$ cat src/rtl/pulse_cfg_sequencer_if.sv
// Bundle between the reconfiguration sequencer, the game FSM request side,
// the external iterative divider and the pulse generators.
interface pulse_cfg_sequencer_if;
    // request side (from fsm_game)
    logic        cfg_valid;
    logic [31:0] cfg_freq;
    logic [31:0] cfg_tph;
    logic        cfg_ready;
    // divider side
    logic        div_start;
    logic [31:0] div_num;
    logic [31:0] div_den;
    logic        div_done;
    logic [31:0] div_quot;
    // generator side
    logic        cycle_wrap;
    logic [31:0] period_out;
    logic [31:0] tph_out;
    logic        commit;
    // status
    logic        err;
    logic        clamped;

    // sequencer view
    modport master (
        input  cfg_valid, cfg_freq, cfg_tph, div_done, div_quot, cycle_wrap,
        output cfg_ready, div_start, div_num, div_den,
               period_out, tph_out, commit, err, clamped
    );

    // environment view (requester, divider, generator)
    modport slave (
        output cfg_valid, cfg_freq, cfg_tph, div_done, div_quot, cycle_wrap,
        input  cfg_ready, div_start, div_num, div_den,
               period_out, tph_out, commit, err, clamped
    );
endinterface

$ cat src/rtl/pulse_cfg_sequencer.sv
// Converts a requested frequency into a period via an external divider,
// validates/clamps it, and commits period/tph only on an output cycle wrap
// so the generated waveform never glitches. One-deep pending request slot.
module pulse_cfg_sequencer #(
    parameter int unsigned CLK_HZ         = 100_000_000,
    parameter int unsigned PERIOD_MIN     = 20,
    parameter int unsigned DEFAULT_PERIOD = 100_000,
    parameter int unsigned DEFAULT_TPH    = 50_000,
    parameter int unsigned DIV_TIMEOUT    = 63
) (
    input  logic                  clk,
    input  logic                  reset,
    pulse_cfg_sequencer_if.master bus
);
    localparam int unsigned CW = $clog2(DIV_TIMEOUT + 1);
    localparam logic [CW-1:0] TO_LAST = CW'(DIV_TIMEOUT - 1);
    localparam logic [31:0] NUM  = 32'(CLK_HZ);
    localparam logic [31:0] PMIN = 32'(PERIOD_MIN);
    localparam logic [31:0] DPER = 32'(DEFAULT_PERIOD);
    localparam logic [31:0] DTPH = 32'(DEFAULT_TPH);

    typedef enum logic [2:0] {
        IDLE, START, WAIT_DIV, CHECK, ARM, APPLY
    } state_t;

    state_t         state_q;
    logic [31:0]    freq_q, tph_q, quot_q;
    logic [31:0]    new_tph_q;
    logic           new_clamp_q;
    logic [CW-1:0]  cnt_q;
    logic           pend_vld_q;
    logic [31:0]    pend_freq_q, pend_tph_q;
    logic [31:0]    period_q, tph_out_q;
    logic           commit_q, div_start_q, err_q, clamped_q;

    logic           take_vld;
    logic [31:0]    take_freq, take_tph;
    logic [31:0]    chk_tph;
    logic           chk_clamp;

    // Request source at a dequeue point: a fresh strobe beats the pending slot.
    always_comb begin
        take_vld  = bus.cfg_valid | pend_vld_q;
        take_freq = bus.cfg_valid ? bus.cfg_freq : pend_freq_q;
        take_tph  = bus.cfg_valid ? bus.cfg_tph  : pend_tph_q;
    end

    // High-phase clamp: keep at least one low clock and at least one high clock.
    always_comb begin
        chk_tph   = tph_q;
        chk_clamp = 1'b0;
        if (tph_q >= quot_q) begin
            chk_tph   = quot_q - 32'd1;
            chk_clamp = 1'b1;
        end
        if (tph_q == 32'd0) begin
            chk_tph   = 32'd1;
            chk_clamp = 1'b1;
        end
    end

    // Sequencer FSM with registered outputs and the pending request slot.
    always_ff @(posedge clk or negedge reset) begin
        if (!reset) begin
            state_q     <= IDLE;
            freq_q      <= '0;
            tph_q       <= '0;
            quot_q      <= '0;
            new_tph_q   <= '0;
            new_clamp_q <= 1'b0;
            cnt_q       <= '0;
            pend_vld_q  <= 1'b0;
            pend_freq_q <= '0;
            pend_tph_q  <= '0;
            period_q    <= DPER;
            tph_out_q   <= DTPH;
            commit_q    <= 1'b0;
            div_start_q <= 1'b0;
            err_q       <= 1'b0;
            clamped_q   <= 1'b0;
        end else begin
            commit_q    <= 1'b0;
            div_start_q <= 1'b0;
            // requests arriving mid-flight park in the slot, newest wins
            if (bus.cfg_valid && state_q != IDLE && state_q != APPLY) begin
                pend_vld_q  <= 1'b1;
                pend_freq_q <= bus.cfg_freq;
                pend_tph_q  <= bus.cfg_tph;
            end
            case (state_q)
                IDLE, APPLY: begin
                    pend_vld_q <= 1'b0;
                    state_q    <= IDLE;
                    if (take_vld) begin
                        if (take_freq == 32'd0) begin
                            err_q <= 1'b1;
                        end else begin
                            freq_q      <= take_freq;
                            tph_q       <= take_tph;
                            err_q       <= 1'b0;
                            div_start_q <= 1'b1;
                            state_q     <= START;
                        end
                    end
                end
                START: begin
                    cnt_q   <= '0;
                    state_q <= WAIT_DIV;
                end
                WAIT_DIV: begin
                    if (bus.div_done) begin
                        quot_q  <= bus.div_quot;
                        state_q <= CHECK;
                    end else if (cnt_q == TO_LAST) begin
                        err_q   <= 1'b1;
                        state_q <= IDLE;
                    end else begin
                        cnt_q <= cnt_q + 1'b1;
                    end
                end
                CHECK: begin
                    if (quot_q < PMIN) begin
                        err_q   <= 1'b1;
                        state_q <= IDLE;
                    end else begin
                        new_tph_q   <= chk_tph;
                        new_clamp_q <= chk_clamp;
                        state_q     <= ARM;
                    end
                end
                ARM: begin
                    // wrap is registered here: the update lands the clock after it
                    if (bus.cycle_wrap) begin
                        period_q  <= quot_q;
                        tph_out_q <= new_tph_q;
                        clamped_q <= new_clamp_q;
                        commit_q  <= 1'b1;
                        state_q   <= APPLY;
                    end
                end
                default: state_q <= IDLE;
            endcase
        end
    end

    assign bus.cfg_ready  = (state_q == IDLE) && !pend_vld_q;
    assign bus.div_start  = div_start_q;
    assign bus.div_num    = NUM;
    assign bus.div_den    = freq_q;
    assign bus.period_out = period_q;
    assign bus.tph_out    = tph_out_q;
    assign bus.commit     = commit_q;
    assign bus.err        = err_q;
    assign bus.clamped    = clamped_q;
endmodule

$ cat src/flat_wrapper.sv
// flat-port wrapper written by rule: the top's interface ports become plain ports
module pulse_cfg_sequencer_flat 
#(
    parameter int unsigned CLK_HZ         = 100_000_000,
    parameter int unsigned PERIOD_MIN     = 20,
    parameter int unsigned DEFAULT_PERIOD = 100_000,
    parameter int unsigned DEFAULT_TPH    = 50_000,
    parameter int unsigned DIV_TIMEOUT    = 63
)
  (clk, reset, bus_cfg_valid, bus_cfg_freq, bus_cfg_tph, bus_div_done, bus_div_quot, bus_cycle_wrap, bus_cfg_ready, bus_div_start, bus_div_num, bus_div_den, bus_period_out, bus_tph_out, bus_commit, bus_err, bus_clamped);
  pulse_cfg_sequencer_if bus_i ();
  input  logic clk;
  input  logic reset;
  input wire logic [$bits(bus_i.cfg_valid)-1:0] bus_cfg_valid;
  input wire logic [$bits(bus_i.cfg_freq)-1:0] bus_cfg_freq;
  input wire logic [$bits(bus_i.cfg_tph)-1:0] bus_cfg_tph;
  input wire logic [$bits(bus_i.div_done)-1:0] bus_div_done;
  input wire logic [$bits(bus_i.div_quot)-1:0] bus_div_quot;
  input wire logic [$bits(bus_i.cycle_wrap)-1:0] bus_cycle_wrap;
  output wire logic [$bits(bus_i.cfg_ready)-1:0] bus_cfg_ready;
  output wire logic [$bits(bus_i.div_start)-1:0] bus_div_start;
  output wire logic [$bits(bus_i.div_num)-1:0] bus_div_num;
  output wire logic [$bits(bus_i.div_den)-1:0] bus_div_den;
  output wire logic [$bits(bus_i.period_out)-1:0] bus_period_out;
  output wire logic [$bits(bus_i.tph_out)-1:0] bus_tph_out;
  output wire logic [$bits(bus_i.commit)-1:0] bus_commit;
  output wire logic [$bits(bus_i.err)-1:0] bus_err;
  output wire logic [$bits(bus_i.clamped)-1:0] bus_clamped;
  assign bus_i.cfg_valid = bus_cfg_valid;
  assign bus_i.cfg_freq = bus_cfg_freq;
  assign bus_i.cfg_tph = bus_cfg_tph;
  assign bus_i.div_done = bus_div_done;
  assign bus_i.div_quot = bus_div_quot;
  assign bus_i.cycle_wrap = bus_cycle_wrap;
  assign bus_cfg_ready = bus_i.cfg_ready;
  assign bus_div_start = bus_i.div_start;
  assign bus_div_num = bus_i.div_num;
  assign bus_div_den = bus_i.div_den;
  assign bus_period_out = bus_i.period_out;
  assign bus_tph_out = bus_i.tph_out;
  assign bus_commit = bus_i.commit;
  assign bus_err = bus_i.err;
  assign bus_clamped = bus_i.clamped;
  pulse_cfg_sequencer #(.CLK_HZ(CLK_HZ), .PERIOD_MIN(PERIOD_MIN), .DEFAULT_PERIOD(DEFAULT_PERIOD), .DEFAULT_TPH(DEFAULT_TPH), .DIV_TIMEOUT(DIV_TIMEOUT)) u_core (.clk(clk), .reset(reset), .bus(bus_i));
endmodule
$ cat config.mk
export PLATFORM = sky130hd
export DESIGN_NAME = pulse_cfg_sequencer_flat
export DESIGN_NICKNAME = d
export VERILOG_FILES = /design/src/rtl/pulse_cfg_sequencer_if.sv /design/src/rtl/pulse_cfg_sequencer.sv /design/src/flat_wrapper.sv
export SDC_FILE = /design/constraint.sdc
export NUM_CORES = 1
export LEC_CHECK = 0
export BUFFER_PORTS_ARGS = -buffer_cell sky130_fd_sc_hd__buf_2
export CORE_AREA = 2 2 183 185
export CTS_CLUSTER_SIZE = 14
export DETAILED_ROUTE_END_ITERATION = 10
export DIE_AREA = 0 0 185 187
export PLACE_DENSITY = 0.68
export SKIP_CTS_REPAIR_TIMING = 1
export SLEW_MARGIN = 40
export SYNTH_ARGS = -nofsm -noshare
export SYNTH_HDL_FRONTEND = slang
export SYNTH_SLANG_ARGS = --single-unit
$ cat constraint.sdc
create_clock -name clk -period 2.9 [get_ports clk]
set_clock_uncertainty 0.2 [all_clocks]
set_input_delay 0.58 -clock clk [delete_from_list [all_inputs] [get_ports clk]]
set_output_delay 0.58 -clock clk [all_outputs]
set_load 0.01 [all_outputs]
=== Word-level counts from Yosys, hierarchy flattened ===
Cells that the tools add are included.

* Add/sub/neg operators: 2
* $lt $le $gt $ge: 2
* Equality and inequality tests: 14
* Mux-type cells: 29
* Bitwise logic cells: 3
* Reduce and logical (&&, ||, !) cells: 19

{| class="wikitable"
|+ Operators with widths
! operator !! count
|-
| two-way mux 32 bit || 4
|-
| zero test 32 bit || 2
|-
| greater-or-equal comparator 32 bit || 1
|-
| less-than comparator 32 x 5 -> 1 bit (second input constant) || 1
|-
| subtractor 32 x 1 -> 32 bit (second input constant) || 1
|-
| two-way mux 1 bit || 15
|-
| two-way mux 3 bit || 5
|-
| case mux 3 bit (5 select lines) || 1
|-
| two-way mux 6 bit || 2
|-
| case mux 6 bit (2 select lines) || 1
|-
| AND reduction 2 bit || 4
|-
| adder 6 x 1 -> 6 bit (second input constant) || 1
|-
| == test 3 x 2 -> 1 bit (second input constant) || 2
|-
| == test 3 bit (second input constant) || 2
|-
| == test 6 bit (second input constant) || 1
|-
| != test 2 x 1 -> 1 bit (second input constant) || 3
|-
| != test 2 bit (second input constant) || 3
|-
| AND reduction 3 bit || 2
|-
| nonzero test 3 bit || 2
|-
| AND reduction 5 bit || 1
|-
| nonzero test 2 bit || 2
|-
| == test 3 x 1 -> 1 bit (second input constant) || 1
|-
| logical AND 1 bit || 3
|-
| zero test 3 bit || 1
|-
| 7 further kinds || 8
|}

* Register bits: 271

=== Depth between registers and ports, before layout ===
Gate-level depths: netlist (run 1).

* Depth after elaboration: 5
* Depth in mapped cells: 9
* Gate-level depth less buffers: 8

=== Worst setup path after synthesis (run 1) ===
OpenSTA, ideal clock, no wires.

* Path type: register to register
* Start: register u_core.quot_q[17]
* End: register u_core.new_tph_q[19]
* Setup time: 0.136 ns
* Arrival time: 2.353 ns
* Data required time: 2.564 ns
* Slack: 0.210 ns
* Cell stages (with the launch flop): 10
* Clock period less this slack: 2.690 ns
* Cells stage by stage: dfrtp_1 > inv_1 > ha_1 > a21oi_1 > o21ai_1 > a221o_1 > a2111oi_4 > and2_2 > buf_2 > o311ai_2

* Cells in the longest elaborated chain, start to end: 3
* Elaborated cells between the ends (all ways): 7

{| class="wikitable"
|+ RTL lines
! what !! line !! source
|-
| from (decl) || pulse_cfg_sequencer.sv:27 || <nowiki>logic [31:0] freq_q, tph_q, quot_q;</nowiki>
|-
| from (signal assigned) || pulse_cfg_sequencer.sv:112 || <nowiki>quot_q <= bus.div_quot;</nowiki>
|-
| subtractor 32 x 1 -> 32 bit (tied with other cells) || pulse_cfg_sequencer.sv:53 || <nowiki>chk_tph = quot_q - 32'd1;</nowiki>
|-
| two-way mux 32 bit / NOT 1 bit (equally long branches) || -- ||
|-
| two-way mux 32 bit / AND reduction 2 bit (equally long branches) || -- ||
|-
| to (signal assigned) || pulse_cfg_sequencer.sv:126 || <nowiki>new_tph_q <= chk_tph;</nowiki>
|-
| to (decl) || pulse_cfg_sequencer.sv:28 || <nowiki>logic [31:0] new_tph_q;</nowiki>
|}

Several ways; a longest one is shown, not always the timed one.
A chain may end at the register's enable or synchronous reset.

=== Final worst setup path (run 1) ===
* Start: register u_core.quot_q[19]
* End: register u_core.new_tph_q[8]

* Cells in the longest elaborated chain, start to end: 3
* Elaborated cells between the ends (all ways): 6

{| class="wikitable"
|+ RTL lines
! what !! line
|-
| greater-or-equal comparator 32 bit / less-than comparator 32 x 5 -> 1 bit (equally long branches) || pulse_cfg_sequencer.sv:52, pulse_cfg_sequencer.sv:122
|-
| two-way mux 32 bit / NOT 1 bit (equally long branches) || --
|-
| two-way mux 32 bit / AND reduction 2 bit (equally long branches) || --
|}

Several ways; a longest one is shown, not always the timed one.

==> results of run 1 <==
==> where the power goes <==
part           switching [mW]  internal (mW)
sequential               1.19           5.70
clock                    1.48           2.04
combinational            4.47           3.64
total                    7.14           11.4
==> cell type report <==
cell class / instances / area (µm²)
flip-flops and latches: 271 / 6797
fillers: 3078 / 17240
clock inverters: 11 / 86.33
well taps: 448 / 560.5
repair buffers: 275 / 1718
clock buffers: 40 / 817.0
multi-input cells: 761 / 5499
inverters: 35 / 131.4
diodes: 4 / 10.01
==> stage by stage <==
stage          cells  hold WS (ns)  instance area, µm²  worst slack, ns
6_report        1845       0.05009               15620           0.1263
5_1_grt         1841       0.04512               15610         0.005260
4_1_cts         1840       -0.1793               15590         -0.06056
3_5_place_dp    1789        0.2756               14690         -0.05519
3_3_place_gp    1789        0.2663               14690        0.0001386
2_1_floorplan   1164       0.08441               12940           0.2104
==> final timing paths <==
path                                           start                         to  slack [ns]
worst max-delay path               u_core.quot_q[19]        u_core.new_tph_q[8]        0.13
worst min-delay path                 bus_div_quot[8]           u_core.quot_q[8]        0.05
worst max register to register     u_core.quot_q[19]        u_core.new_tph_q[8]        0.13
worst min register to register  u_core.new_tph_q[15]       u_core.new_tph_q[15]        0.29
max in group asynchronous                      reset  u_core.bus.period_out[18]        1.35
min in group asynchronous                      reset     u_core.bus.div_den[25]        0.41
==> layer usage <==
layer / vias to the layer above / routed length, µm / track usage [%]
met5: - / 41 / 0
met4: 6 / 936 / 5.800
met3: 72 / 2681 / 4.673
met2: 357 / 15030 / 29.37
met1: 4626 / 14220 / 26.49
li1: 4498 / - / -
==> registers in the layout, summed over array words and instances (netlist names), 32 cells and up <==
name / count
u_core.new_tph_q: 32
u_core.quot_q: 32
u_core.bus.period_out: 32
u_core.tph_q: 32
u_core.pend_tph_q: 32
u_core.bus.tph_out: 32
u_core.bus.div_den: 32
u_core.pend_freq_q: 32
==> cells by family after synthesis <==
group           Yosys count  share of synthesized area, %
compound gates          161                         7.949
buf+inv                 132                         5.218
simple gates            305                         11.65
xor+xnor                 33                         2.253
mux                     195                         16.48
flops                   271                         52.98
other cells               2                       0.05854
fa+ha+maj                35                         3.414
==> worst register-to-register path: stages (launching register included) <==
cell and delay (ns):
dfrtp_1 0.35, inv_1 0.08, ha_1 0.33, a21oi_1 0.14
o21ai_1 0.08, a221o_1 0.39, a2111oi_4 0.39, and2_4 0.49
o311ai_1 0.19
==> synthesized netlist by cell type (all sizes together) (5+ instances only) <==
library cell / count
nand2: 83
mux2: 130
clkbuf: 36
nand4: 46
ha: 35
nor3: 17
nor4: 32
nand3: 13
xnor2: 30
inv: 35
or3: 5
a21oi: 79
o311ai: 31
buf: 61
dfstp: 12
o21ai: 38
dfrtp: 259
nor2: 91
mux2i: 65
==> flow_summary.yaml, run 1 <==
run_status:
  outcome: "finished clean"
clock_network:
  insertion_delay_ns: 0.54
  clk_path_buf_depth: 3
  cts_made_buffers: 29
  ctsHtreeMaxLevel: 1
  root_buffer: "clkbuf_16"
  cts_tree: "built"
  clock_sinks: 271
  clkTransAtPathRegs_ns: 0.06
placed_design:
  port_buffers: 201
  routabilityCongestion: 0.8800
  dp.final_hpwl_um: 24120
critical_path:
  slowest_delay_ns: 0.49
  worstSetupStartpointType: "register"
  critPathTopFamily: "compound AO/OA/AOI/OAI gates"
  r2r_cells: 8
  end_kind: "register"
  cp_slowest_cell: "and2_4"
  path_cells: "inv_1 -> ha_1 -> a21oi_1 -> o21ai_1 -> a221o_1 -> a2111oi_4 -> and2_4 -> o311ai_1"
  cp_num_buf_inv: 1
  crit_required_ns: 3.09
  crit_fanout: 33
  arrival_ns: 2.97
  critPathKind: "register to register"
  worst-path-stages: 8
power_and_ir_drop:
  vdd_drop_max_uv: 562.0
  leakage_nw: 7.075
  p_total_mw: 18.52
  p_per_area_nw_per_um2: 1186
routing:
  vias: 9559
  wl_per_cell_um: 17.83
  routed_wl_um: 32900
  first_pass_iters: 5
  via_per_inst: 5.181
  drt_iter0_drc: 489
  drt.antenna.violating_nets: 0
  drc: 0
floorplanning:
  dieArea_um2: 34600
  initial_core_util_pct: 39.04
  fp-row-count: 67
  die_x_um: 185
  fp.coreArea_um2: 32860
  io_pins: 234
  die_h_um: 187
run:
  drv_cap: 0
layout:
  fin_nets: 1509
  utilization_pct: 47.53
  layout_common_cells: "dfrtp_1 (259), buf_2 (199), mux2_2 (130)"
  final_common_cell: "dfrtp_1"
  drive_gt1_share_pct: 34.39
  area_growth_pct: 21.75
logic_synthesis:
  syn_area_um2: 12830
  synth_top_cell_by_area: "dfrtp_1"
  synthFlopType: "dfrtp_1"
  ys_seq_area_share_pct: 52.98
  ys_ff_latch: 271
  avgSynthCellArea_um2: 11.31
  yosysTopAreaCellShare_pct: 50.52
  ys_top_cells_by_area: "dfrtp_1 (51%), mux2_2 (11%), mux2i_1 (5.1%)"
  yosysWarnings: 0
  ys_types: 52
  synthArstFlopShare_pct: 100.0
  synthCells: 1134
  synth_edf_count: 0
global_routing:
  grt_max_degree: 73
  grt_pass1_wl_um: 52360
  grt_pass1_vias: 9506
  antenna_found_initial: 7
  grt_remaining_overflow: 0
  grtUsageTotal_pct: 19.04
timing:
  hold_viol: 0
  max_freq_mhz: 360.5
  period_minus_slack_ns: 2.774
  slew_headroom_pct: 57.02
  finalMaxSlewViolations: 0
  tightest_slew_ns: 0.6448
  tns_ns: 0
  setup_viol: 0
  fin_crit_sh_pct: 95.65
  rsz0062_at_grt: "false"
hold_path:
  hp-class: "primary input to register"
  holdPathStages: 3
(Power assumes the default switching activity.)
==> inputs of run 2 (changes only) <==
--- a/config.mk
+++ b/config.mk
@@ -6,10 +6,10 @@
 export NUM_CORES = 1
 export LEC_CHECK = 0
 export BUFFER_PORTS_ARGS = -buffer_cell sky130_fd_sc_hd__buf_2
-export CORE_AREA = 2 2 183 185
+export CORE_AREA = 2 2 150 225
 export CTS_CLUSTER_SIZE = 14
 export DETAILED_ROUTE_END_ITERATION = 10
-export DIE_AREA = 0 0 185 187
+export DIE_AREA = 0 0 152 227
 export PLACE_DENSITY = 0.68
 export SKIP_CTS_REPAIR_TIMING = 1
 export SLEW_MARGIN = 40
==> flow_summary.yaml, run 2 (synthesis results as in run 1) <==
critical_path:
  r2r_cells: 6
  cp_num_buf_inv: 0
  crit_required_ns: 3.14
  cp_slowest_cell: "nor4_2"
  critPathTopFamily: "simple AND/OR/NAND/NOR gates"
  crit_fanout: 8
  timing.rr.end: "u_core.new_tph_q[29]"
  worstSetupStartpointType: "register"
  path_cells: "nor4_2 -> nand4_1 -> or2_1 -> nor4_1 -> xnor2_1 -> o311ai_2"
  crit_path_end: "u_core.new_tph_q[29]"
  end_kind: "register"
  worst-path-stages: 6
  startpoint: "u_core.quot_q[6]"
  reg2reg_slack_ns: 0.14
  slowest_delay_ns: 0.51
  critPathKind: "register to register"
  arrival_ns: 2.99
  timing.rr.start: "u_core.quot_q[6]"
timing:
  max_freq_mhz: 362.6
  period_minus_slack_ns: 2.758
  tightest_slew_ns: 0.6856
  tns_ns: 0
  setup_viol: 0
  hold_viol: 0
  rsz0062_at_grt: "false"
  slew_headroom_pct: 54.19
  fin_crit_sh_pct: 95.09
  finalMaxSlewViolations: 0
power_and_ir_drop:
  p_total_mw: 18.32
  vdd_drop_max_uv: 586.1
  leakage_nw: 6.912
  p_per_area_nw_per_um2: 1197
floorplanning:
  initial_core_util_pct: 39.43
  fp.coreArea_um2: 32530
  io_pins: 234
  die_h_um: 227
  die_x_um: 152
  dieArea_um2: 34500
  fp-row-count: 81
layout:
  layout_common_cells: "dfrtp_1 (259), buf_2 (199), mux2_2 (130)"
  design_area_um2: 15310
  num-fill-cells: 2992
  multi_input_area_um2: 5498
  register_area_um2: 6797
  area_growth_pct: 19.38
  fin_nets: 1474
  drive_gt1_share_pct: 32.42
  final_common_cell: "dfrtp_1"
run:
  drv_cap: 0
global_routing:
  grt_remaining_overflow: 0
  grt_max_degree: 69
  grt_pass1_wl_um: 53300
  grt_pass1_vias: 9754
  grtUsageTotal_pct: 19.14
  antenna_found_initial: 6
clock_network:
  ctsHtreeMaxLevel: 1
  clock_sinks: 271
  clk_path_buf_depth: 3
  clkTransAtPathRegs_ns: 0.06
  insertion_delay_ns: 0.55
  cts_tree: "built"
  root_buffer: "clkbuf_16"
  cts_made_buffers: 26
run_status:
  outcome: "finished clean"
routing:
  first_pass_iters: 5
  drt_iter0_drc: 519
  routed_wl_um: 33360
  drc: 0
  vias: 9500
  wl_per_cell_um: 18.80
  via_per_inst: 5.355
  drt.antenna.violating_nets: 0
placed_design:
  dp.final_hpwl_um: 24360
  routabilityCongestion: 0.8650
  port_buffers: 201
  place_area_um2: 14400
hold_path:
  holdPathStages: 3
  hp-class: "primary input to register"
==> run 2: cell count changes in the layout (fill, tap and decap cells not counted), sizes merged <==
cell and change:
diode -2, clkinv -6, clkinvlp -1, buf -32
bufinv +3
==> run 2: worst min-delay path: cells and delay by family <==
family	cells	cell delay (ns)
AO/OA/AOI/OAI	1	0.06
buffers and inverters	1	0.08
AND/OR/NAND/NOR	1	0.04
==> run 2: worst min-delay path by stage <==
stage | start | end | slack (ns)
CTS | reset | u_core.pend_tph_q[24] | -0.18
floorplan | reset | u_core.bus.clamped | 0.08
detailed placement | u_core.new_tph_q[12] | u_core.new_tph_q[12] | 0.28
global route | bus_div_quot[12] | u_core.quot_q[12] | 0.04
finish | bus_div_quot[1] | u_core.quot_q[1] | 0.04
global placement | u_core.new_tph_q[13] | u_core.new_tph_q[13] | 0.27
==> run 2: metrics by stage <==
stage          worst slack, ns  hold WS (ns)  util (%)  cells
6_report                0.1424       0.04210     47.08   1774
5_1_grt               0.006284       0.03669     47.06   1772
4_1_cts                 0.1599       -0.1832     47.02   1771
3_5_place_dp            0.1747        0.2783     44.25   1724
3_3_place_gp            0.2224        0.2706     44.25   1724
2_1_floorplan           0.2104       0.08441         -   1164
==> run 2: area by class of cell <==
cell class                 instances  share of cell area [%]
sequential                       271                   44.38
antenna                            2                 0.03268
inverter                          35                  0.8578
clock inverter                     7                  0.9559
multi-input combinational        761                   35.90
tap                              415                   3.391
timing repair buffer             243                   9.567
clock buffer                      40                   4.918
==> run 2: routing by layer <==
layer	global-route usage, %	wire length [µm]	up-vias
li1	-	-	4405
met1	22.57	12920	4673
met2	33.84	16980	316
met3	4.207	2060	98
met4	8.080	1347	8
met5	0	56	-
==> run 2: power breakdown <==
| part | leakage, nW | internal [mW] | switching (mW) |
|---|---|---|---|
| logic | 3.25 | 3.41 | 4.18 |
| clock network | 0.438 | 2.14 | 1.46 |
| registers | 3.22 | 5.70 | 1.43 |
| total | 6.91 | 11.3 | 7.07 |
==> inputs of run 3 (changes only) <==
--- a/config.mk
+++ b/config.mk
@@ -5,12 +5,12 @@
 export SDC_FILE = /design/constraint.sdc
 export NUM_CORES = 1
 export LEC_CHECK = 0
-export BUFFER_PORTS_ARGS = -buffer_cell sky130_fd_sc_hd__buf_2
 export CORE_AREA = 2 2 150 225
 export CTS_CLUSTER_SIZE = 14
 export DETAILED_ROUTE_END_ITERATION = 10
 export DIE_AREA = 0 0 152 227
-export PLACE_DENSITY = 0.68
+export DONT_BUFFER_PORTS = 1
+export PLACE_DENSITY = 0.62
 export SKIP_CTS_REPAIR_TIMING = 1
 export SLEW_MARGIN = 40
 export SYNTH_ARGS = -nofsm -noshare
==> constraint.sdc (replaced) <==
create_clock -name clk -period 2.36 [get_ports clk]
set_clock_uncertainty 0.2 [all_clocks]
set_input_delay 0.472 -clock clk [delete_from_list [all_inputs] [get_ports clk]]
set_output_delay 0.472 -clock clk [all_outputs]
set_load 0.01 [all_outputs]
==> flow_summary.yaml, run 3 (synthesis results as in run 1) <==
clock_network:
  cts_made_buffers: 27
  clkTransAtPathRegs_ns: 0.07
  ctsHtreeMaxLevel: 1
  clk_path_buf_depth: 3
  insertion_delay_ns: 0.55
  root_buffer: "clkbuf_16"
  clock_sinks: 271
  cts_tree: "built"
timing:
  setup_viol: 33
  finalMaxSlewViolations: 0
  tightest_slew_ns: 1.033
  holdWs_ns: -0.5740
  rsz0062_at_grt: "true"
  fin_crit_sh_pct: 111.6
  fin_ws_ns: -0.2734
  hold_viol: 286
  max_freq_mhz: 379.7
  slew_headroom_pct: 30.89
  period_minus_slack_ns: 2.633
floorplanning:
  io_pins: 234
  initial_core_util_pct: 39.43
  fp.coreArea_um2: 32530
  die_h_um: 227
  die_x_um: 152
  fp-row-count: 81
  dieArea_um2: 34500
critical_path:
  path_cells: "ha_4 -> a21oi_2 -> o21ai_1 -> a221o_1 -> a2111oi_4 -> buf_4 -> and2_4 -> o311ai_1"
  worstSetupStartpointType: "register"
  crit_fanout: 8
  r2r_cells: 8
  slowest_delay_ns: 0.42
  end_kind: "register"
  worst-path-stages: 8
  cp_slowest_cell: "a2111oi_4"
  critPathTopFamily: "compound AO/OA/AOI/OAI gates"
  cp_num_buf_inv: 1
  arrival_ns: 2.85
  crit_required_ns: 2.57
  reg2reg_slack_ns: -0.27
  critPathKind: "register to register"
layout:
  design_area_um2: 16380
  area_growth_pct: 27.70
  fin_nets: 1478
  instances_no_fill: 1779
  final_common_cell: "dfrtp_1"
  utilization_pct: 50.36
  drive_gt1_share_pct: 27.81
  layout_common_cells: "dfrtp_1 (259), mux2_2 (130), buf_4 (123)"
routing:
  wl_per_cell_um: 19.38
  vias: 9321
  drt_iter0_drc: 331
  routed_wl_um: 34480
  via_per_inst: 5.239
  drc: 0
  drt.antenna.violating_nets: 0
  first_pass_iters: 5
global_routing:
  grt_pass1_vias: 9150
  antenna_found_initial: 6
  grt_remaining_overflow: 0
  grt_pass1_wl_um: 50580
  grtUsageTotal_pct: 18.29
  grt_max_degree: 272
placed_design:
  placedCellCount: 1621
  port_buffers: 0
  place_area_um2: 14220
  routabilityCongestion: 0.8988
  dp.final_hpwl_um: 23780
power_and_ir_drop:
  vdd_drop_max_uv: 798.7
  leakage_nw: 7.063
  p_total_mw: 23.78
  p_per_area_nw_per_um2: 1451
hold_path:
  hp-class: "primary input to async pin"
run_status:
  outcome: "complete, but fails checks"
  violations: "hold timing, setup timing"
run:
  drv_cap: 0
run 3: cell types whose count changed in the layout (fill, tap and decap cells not counted), moves of 6 or more:
cell | previous run | this run
buf_4 | 31 | 123
inv_2 | 0 | 6
o311ai_2 | 2 | 13
dlygate4sd3_1 | 1 | 101
o311ai_1 | 29 | 18
inv_1 | 35 | 29
buf_2 | 199 | 0
run 3: area by class of cell:
type	instances	area [µm²]
diodes	5	12.51
clock inverters	10	156.4
clock buffers	36	759.5
well taps	415	519.2
repair buffers	242	2276
multi-input cells	765	5731
fillers	2797	16150
inverters	35	131.4
flip-flops and latches	271	6797
run 3: per-stage QoR:
stage | setup WS [ns] | setup TNS [ns]
floorplan | -0.09373 | -2.737
global placement | -0.3014 | -15.54
detailed placement | -0.3442 | -15.43
CTS | -0.3692 | -11.77
global route | -0.3586 | -11.22
finish | -0.2734 | -8.133
run 3: layer usage:
layer / part of all wire [%] / up-vias / GRT usage, %
met5: 0 / - / 0
met4: 3.9 / 0 / 7.597
met2: 52 / 252 / 32.45
li1: - / 4419 / -
met3: 5.6 / 74 / 5.330
met1: 38 / 4576 / 20.66
run 3: power by group:
part / total (mW) / switching [mW] / leakage, nW / internal, mW
logic: 10.4 / 5.23 / 3.39 / 5.13
registers: 8.92 / 1.91 / 3.22 / 7.01
clock network: 4.50 / 1.82 / 0.450 / 2.68
total: 23.8 / 8.96 / 7.06 / 14.8
run 3: worst paths after layout:
path                                             to                  from
setup / recovery                u_core.new_tph_q[8]      u_core.tph_q[17]
setup reg to reg                u_core.new_tph_q[8]      u_core.tph_q[17]
hold / removal                u_core.bus.div_den[3]                 reset
hold reg to reg                u_core.new_tph_q[17]  u_core.new_tph_q[17]
min in group clk                   u_core.tph_q[25]       bus_cfg_tph[25]
max in group asynchronous  u_core.bus.period_out[6]                 reset
